===== config.mk =====
export PLATFORM = sky130hd
export DESIGN_NAME = muldiv_iter
export DESIGN_NICKNAME = d
export VERILOG_FILES = /design/src/rtl/muldiv_iter.sv
export SDC_FILE = /design/constraint.sdc
export NUM_CORES = 1
export LEC_CHECK = 0
export CAP_MARGIN = 5
export CORE_MARGIN = 5
export CORE_UTILIZATION = 55
export CTS_CLUSTER_SIZE = 28
export DETAILED_ROUTE_END_ITERATION = 8
export MAX_ROUTING_LAYER = met4
export PLACE_DENSITY = 0.76
export SLEW_MARGIN = 20
export SYNTH_ARGS = -nofsm -noshare
export SYNTH_HDL_FRONTEND = slang
export SYNTH_SLANG_ARGS = --single-unit

===== constraint.sdc =====
create_clock -name clock -period 8.4 [get_ports clock]
set_input_delay 1.26 -clock clock [delete_from_list [all_inputs] [get_ports clock]]
set_output_delay 1.26 -clock clock [all_outputs]
set_load 0.02 [all_outputs]

===== src/rtl/muldiv_iter.sv =====
// Iterative 32x32 multiply / 32/32 divide with HI/LO registers (mips789 EX stage).
// Define MULDIV_DIV_EN to build the divider; without it DIV/DIVU decode as NOP.
module muldiv_iter #(
   parameter int ITER = 32
) (
   input  logic        clock,
   input  logic        rst_n,
   input  logic        pause,
   input  logic [2:0]  op,
   input  logic [31:0] a,
   input  logic [31:0] b,
   input  logic        hilo_sel,
   output logic [31:0] res,
   output logic        busy
);

   localparam logic [1:0] S_IDLE = 2'd0;
   localparam logic [1:0] S_RUN  = 2'd1;
   localparam logic [1:0] S_FIX  = 2'd2;

   localparam logic [2:0] OP_MULT  = 3'd1;
   localparam logic [2:0] OP_MULTU = 3'd2;
   localparam logic [2:0] OP_DIV   = 3'd3;
   localparam logic [2:0] OP_DIVU  = 3'd4;
   localparam logic [2:0] OP_MTHI  = 3'd5;
   localparam logic [2:0] OP_MTLO  = 3'd6;

   localparam logic [4:0] CNT_INIT = 5'(ITER - 1);

   logic [1:0]  state;
   logic [4:0]  cnt;
   logic [64:0] acc;      // mul: {carry, hi, multiplier}; div: {remainder, quotient}
   logic [31:0] opnd;     // |b|: multiplicand or divisor
   logic        neg_q;
   logic [31:0] hi, lo;

   logic        idle_ok;
   logic        is_mul, is_sgn;
   logic        accept;
   logic [31:0] a_mag, b_mag;
   logic [32:0] mul_sum;
   logic [64:0] mul_next;
   logic [63:0] mul_fix;

   assign idle_ok  = (state == S_IDLE) && !pause;
   assign is_mul   = (op == OP_MULT) || (op == OP_MULTU);
   assign is_sgn   = (op == OP_MULT) || (op == OP_DIV);
   assign a_mag    = (is_sgn && a[31]) ? (32'd0 - a) : a;
   assign b_mag    = (is_sgn && b[31]) ? (32'd0 - b) : b;

   assign mul_sum  = acc[64:32] + (acc[0] ? {1'b0, opnd} : 33'd0);
   assign mul_next = {1'b0, mul_sum, acc[31:1]};
   assign mul_fix  = neg_q ? (64'd0 - acc[63:0]) : acc[63:0];

`ifdef MULDIV_DIV_EN
   logic        is_div;
   logic        run_div;
   logic        neg_r;
   logic        div0;
   logic [31:0] a_raw;
   logic [32:0] rem_sh;
   logic [33:0] diff;
   logic [64:0] div_next;
   logic [31:0] quo_fix, rem_fix;

   assign is_div   = (op == OP_DIV) || (op == OP_DIVU);
   assign rem_sh   = {acc[63:32], acc[31]};
   assign diff     = {1'b0, rem_sh} - {2'b00, opnd};
   assign div_next = diff[33] ? {rem_sh, acc[30:0], 1'b0}
                              : {diff[32:0], acc[30:0], 1'b1};
   assign quo_fix  = neg_q ? (32'd0 - acc[31:0])  : acc[31:0];
   assign rem_fix  = neg_r ? (32'd0 - acc[63:32]) : acc[63:32];
   assign accept   = idle_ok && (is_mul || is_div);

   always_ff @(posedge clock or negedge rst_n) begin
      if (!rst_n) begin
         run_div <= 1'b0;
         neg_r   <= 1'b0;
         div0    <= 1'b0;
         a_raw   <= 32'd0;
      end else if (accept) begin
         run_div <= is_div;
         neg_r   <= is_sgn && a[31];
         div0    <= (b == 32'd0);
         a_raw   <= a;
      end
   end
`else
   assign accept = idle_ok && is_mul;
`endif

   always_ff @(posedge clock or negedge rst_n) begin
      if (!rst_n) begin
         state <= S_IDLE;
         cnt   <= 5'd0;
         acc   <= 65'd0;
         opnd  <= 32'd0;
         neg_q <= 1'b0;
         hi    <= 32'd0;
         lo    <= 32'd0;
      end else begin
         case (state)
            S_IDLE: begin
               if (accept) begin
                  state <= S_RUN;
                  cnt   <= CNT_INIT;
                  acc   <= {33'd0, a_mag};
                  opnd  <= b_mag;
                  neg_q <= is_sgn && (a[31] ^ b[31]);
               end else if (idle_ok && op == OP_MTHI) begin
                  hi <= a;
               end else if (idle_ok && op == OP_MTLO) begin
                  lo <= a;
               end
            end
            S_RUN: begin
`ifdef MULDIV_DIV_EN
               acc <= run_div ? div_next : mul_next;
`else
               acc <= mul_next;
`endif
               if (cnt == 5'd0) state <= S_FIX;
               else             cnt   <= cnt - 5'd1;
            end
            S_FIX: begin
               state <= S_IDLE;
`ifdef MULDIV_DIV_EN
               if (run_div) begin
                  // divide by zero bypasses sign fixup: LO all ones, HI = dividend
                  lo <= div0 ? 32'hFFFF_FFFF : quo_fix;
                  hi <= div0 ? a_raw : rem_fix;
               end else begin
                  hi <= mul_fix[63:32];
                  lo <= mul_fix[31:0];
               end
`else
               hi <= mul_fix[63:32];
               lo <= mul_fix[31:0];
`endif
            end
            default: state <= S_IDLE;
         endcase
      end
   end

   assign busy = (state != S_IDLE);
   assign res  = hilo_sel ? hi : lo;

endmodule

==> out/results.tsv <==
metric	value	unit
path_clk_slew	0.06	ns
critPathArrivalTime	3.05	ns
cts-root-buf	clkbuf_16	
synth_seq_cells	168	
setup_viol	0	
ctsLongestPathBuffers	2	
final_period_minus_worst_setup_slack	4.313	ns
synth_area_leaders	dfrtp_1, o21ai_0, xor2_1, nand2_1, xnor2_1	
routed_via_density	6.308	
worst_pin_slew	1.035	ns
yosysWarnings	0	
rsz0062_at_grt	no	
required	7.14	ns
finalMaxSlewViolations	0	
diodes	0	
fin_skew	0.01439	ns
maxSlewHeadroom	30.74	%
area_delta_synth_final	14.93	%
cts_buffers	17	
antenna_found_initial	0	
cts_tree	yes	
yosysTopAreaCell	dfrtp_1	
yosysMostFrequentCell	dfrtp_1	
cts_resized	0	
crit_type	in2out	
syn_avg_cell_area	8.411	µm²
holdCritPathClass	reg2reg	
yosysSeqAreaShare	35.00	%
synth_cells	1428	
die_y	157.8	µm
drc	0	
grt_pass1_vias	10470	
post_cts_buffers	0	
yosysTopAreaCellShare	35.00	%
place_area	13150	µm²
nets	1578	
synth_edf_count	0	
start_util	55.38	%
peakVddDrop	0.0001329	V
ios	104	
synth_nets	1537	
grt_max_degree	104	
period_share	51.35	%
design.core.area	21690	µm²
gp_congestion	1.009	
totalPowerFinal	4559	µW
synth_common_cells	dfrtp_1, nand2_1, o21ai_0	
port_buffers	103	
start_kind	input pin	
dr.pass1.iters	7	
ys.flop_type	dfrtp_1	
synth_area	12010	µm²
cts_hold_buf	0	
powerDensity	330.3	nW/µm²
rows	54	
drt_iter0_drc	1192	
setup.worst_path.end_class	output port	
routed-via-count	11110	
clock.fmax	231.8	MHz
cts_sinks	168	
hold_viol	0	
grt_pass1_wl	54280	µm
overflow	0	
dp_hpwl	24560	µm
grtUsageTotal	27.92	%
yosysUniqueCellTypes	72	
fin_util	63.64	%
wl	33550	µm
setup_tns	0	ns
postLayoutCellArea	13800	µm²
wl_per_cell	19.05	µm
die_width	157.8	µm
total_leakage_power	0.005660	µW
synthArstFlopShare	100.0	%
whs	0.4757	ns
cp_max_fo	32	
status	completed	
drv_cap	0	
drive_above_1_share	7.427	%
drtAntennaViolNets	0	
clkLatencyLatePin	0.44	ns
dieArea	24890	µm²
cts-htree-levels	4	
## worst paths after layout
| path | to | start | slack (ns) | depth (start not counted) |
|---|---|---|---|---|
| worst max-delay path | res[4] | hilo_sel | 4.09 | 4 |
| max in group asynchronous | opnd[16] | rst_n | 6.10 | 2 |
| worst min register to register | opnd[13] | opnd[13] | 0.48 | 2 |
| min in group asynchronous | lo[7] | rst_n | 0.92 | 1 |
| worst min-delay path | opnd[13] | opnd[13] | 0.48 | 2 |
| worst max register to register | acc[63] | acc[0] | 4.73 | 12 |
## state kept, by name, summed over array words and instances, names as in the netlist
| name | count |
|---|---|
| opnd | 32 |
| acc | 64 |
| neg_q | 1 |
| hi | 32 |
| lo | 32 |
| state | 2 |
| cnt | 5 |
## kinds of logic after synthesis
group           count (synthesis)  synth area share (%)
compound gates                436                 22.63
flops                         168                 35.00
mux                            45                 4.115
buf+inv                       121                 3.792
xor+xnor                      133                 9.699
simple gates                  487                 20.74
fa+ha+maj                      38                 4.021
## placed cells by master (no fill, tap or decap), types with 11 or more instances in the layout
cell type,count
and2_1,39
or3_1,15
buf_4,11
clkbuf_16,17
a22oi_1,35
nor4_1,17
xnor2_1,66
ha_1,37
nand2_1,155
nand3_1,48
o21ai_0,154
dfrtp_1,168
inv_1,29
clkdlybuf4s50_1,102
or4_1,13
nor2_1,97
nor3_1,30
a21o_1,14
mux2_2,35
a21oi_1,92
o31ai_1,31
xor2_1,67
o221ai_1,19
nand2b_1,12
## critical path, cell delays in order
cell             delay [ns]
clkdlybuf4s50_1        0.45
buf_4                  0.37
mux2_2                 0.40
clkdlybuf4s50_1        0.57
## metrics by stage
| step | cells | worst slack (ns) |
|---|---|---|
| 2_1_floorplan | 1428 | 4.936 |
| 3_3_place_gp | 1730 | 4.118 |
| 3_5_place_dp | 1730 | 4.078 |
| 4_1_cts | 1761 | 4.077 |
| 5_1_grt | 1761 | 4.034 |
| 6_report | 1761 | 4.087 |
## area by class of cell
cell class	count	area (µm²)
clock inverters	10	165.2
clock buffers	21	480.5
multi-input cells	1139	7380
repair buffers	114	1115
inverters	29	108.9
well taps	280	350.3
flip-flops and latches	168	4204
fillers	1864	7885
## power breakdown
group | switching, µW | internal, µW | total [µW] | leakage [µW]
clock | 331 | 529 | 861 | 0.000308
sequential | 402 | 1180 | 1580 | 0.00207
combinational | 1210 | 908 | 2120 | 0.00329
## metal layers
metal	wire (µm)	vias up	GRT usage, %
li1	-	5282	-
met1	14320	5292	36.47
met2	16000	452	45.26
met3	2323	82	3.718
met4	899	0	9.054
met5	0	-	-
Power figures use the tool's default switching activity.
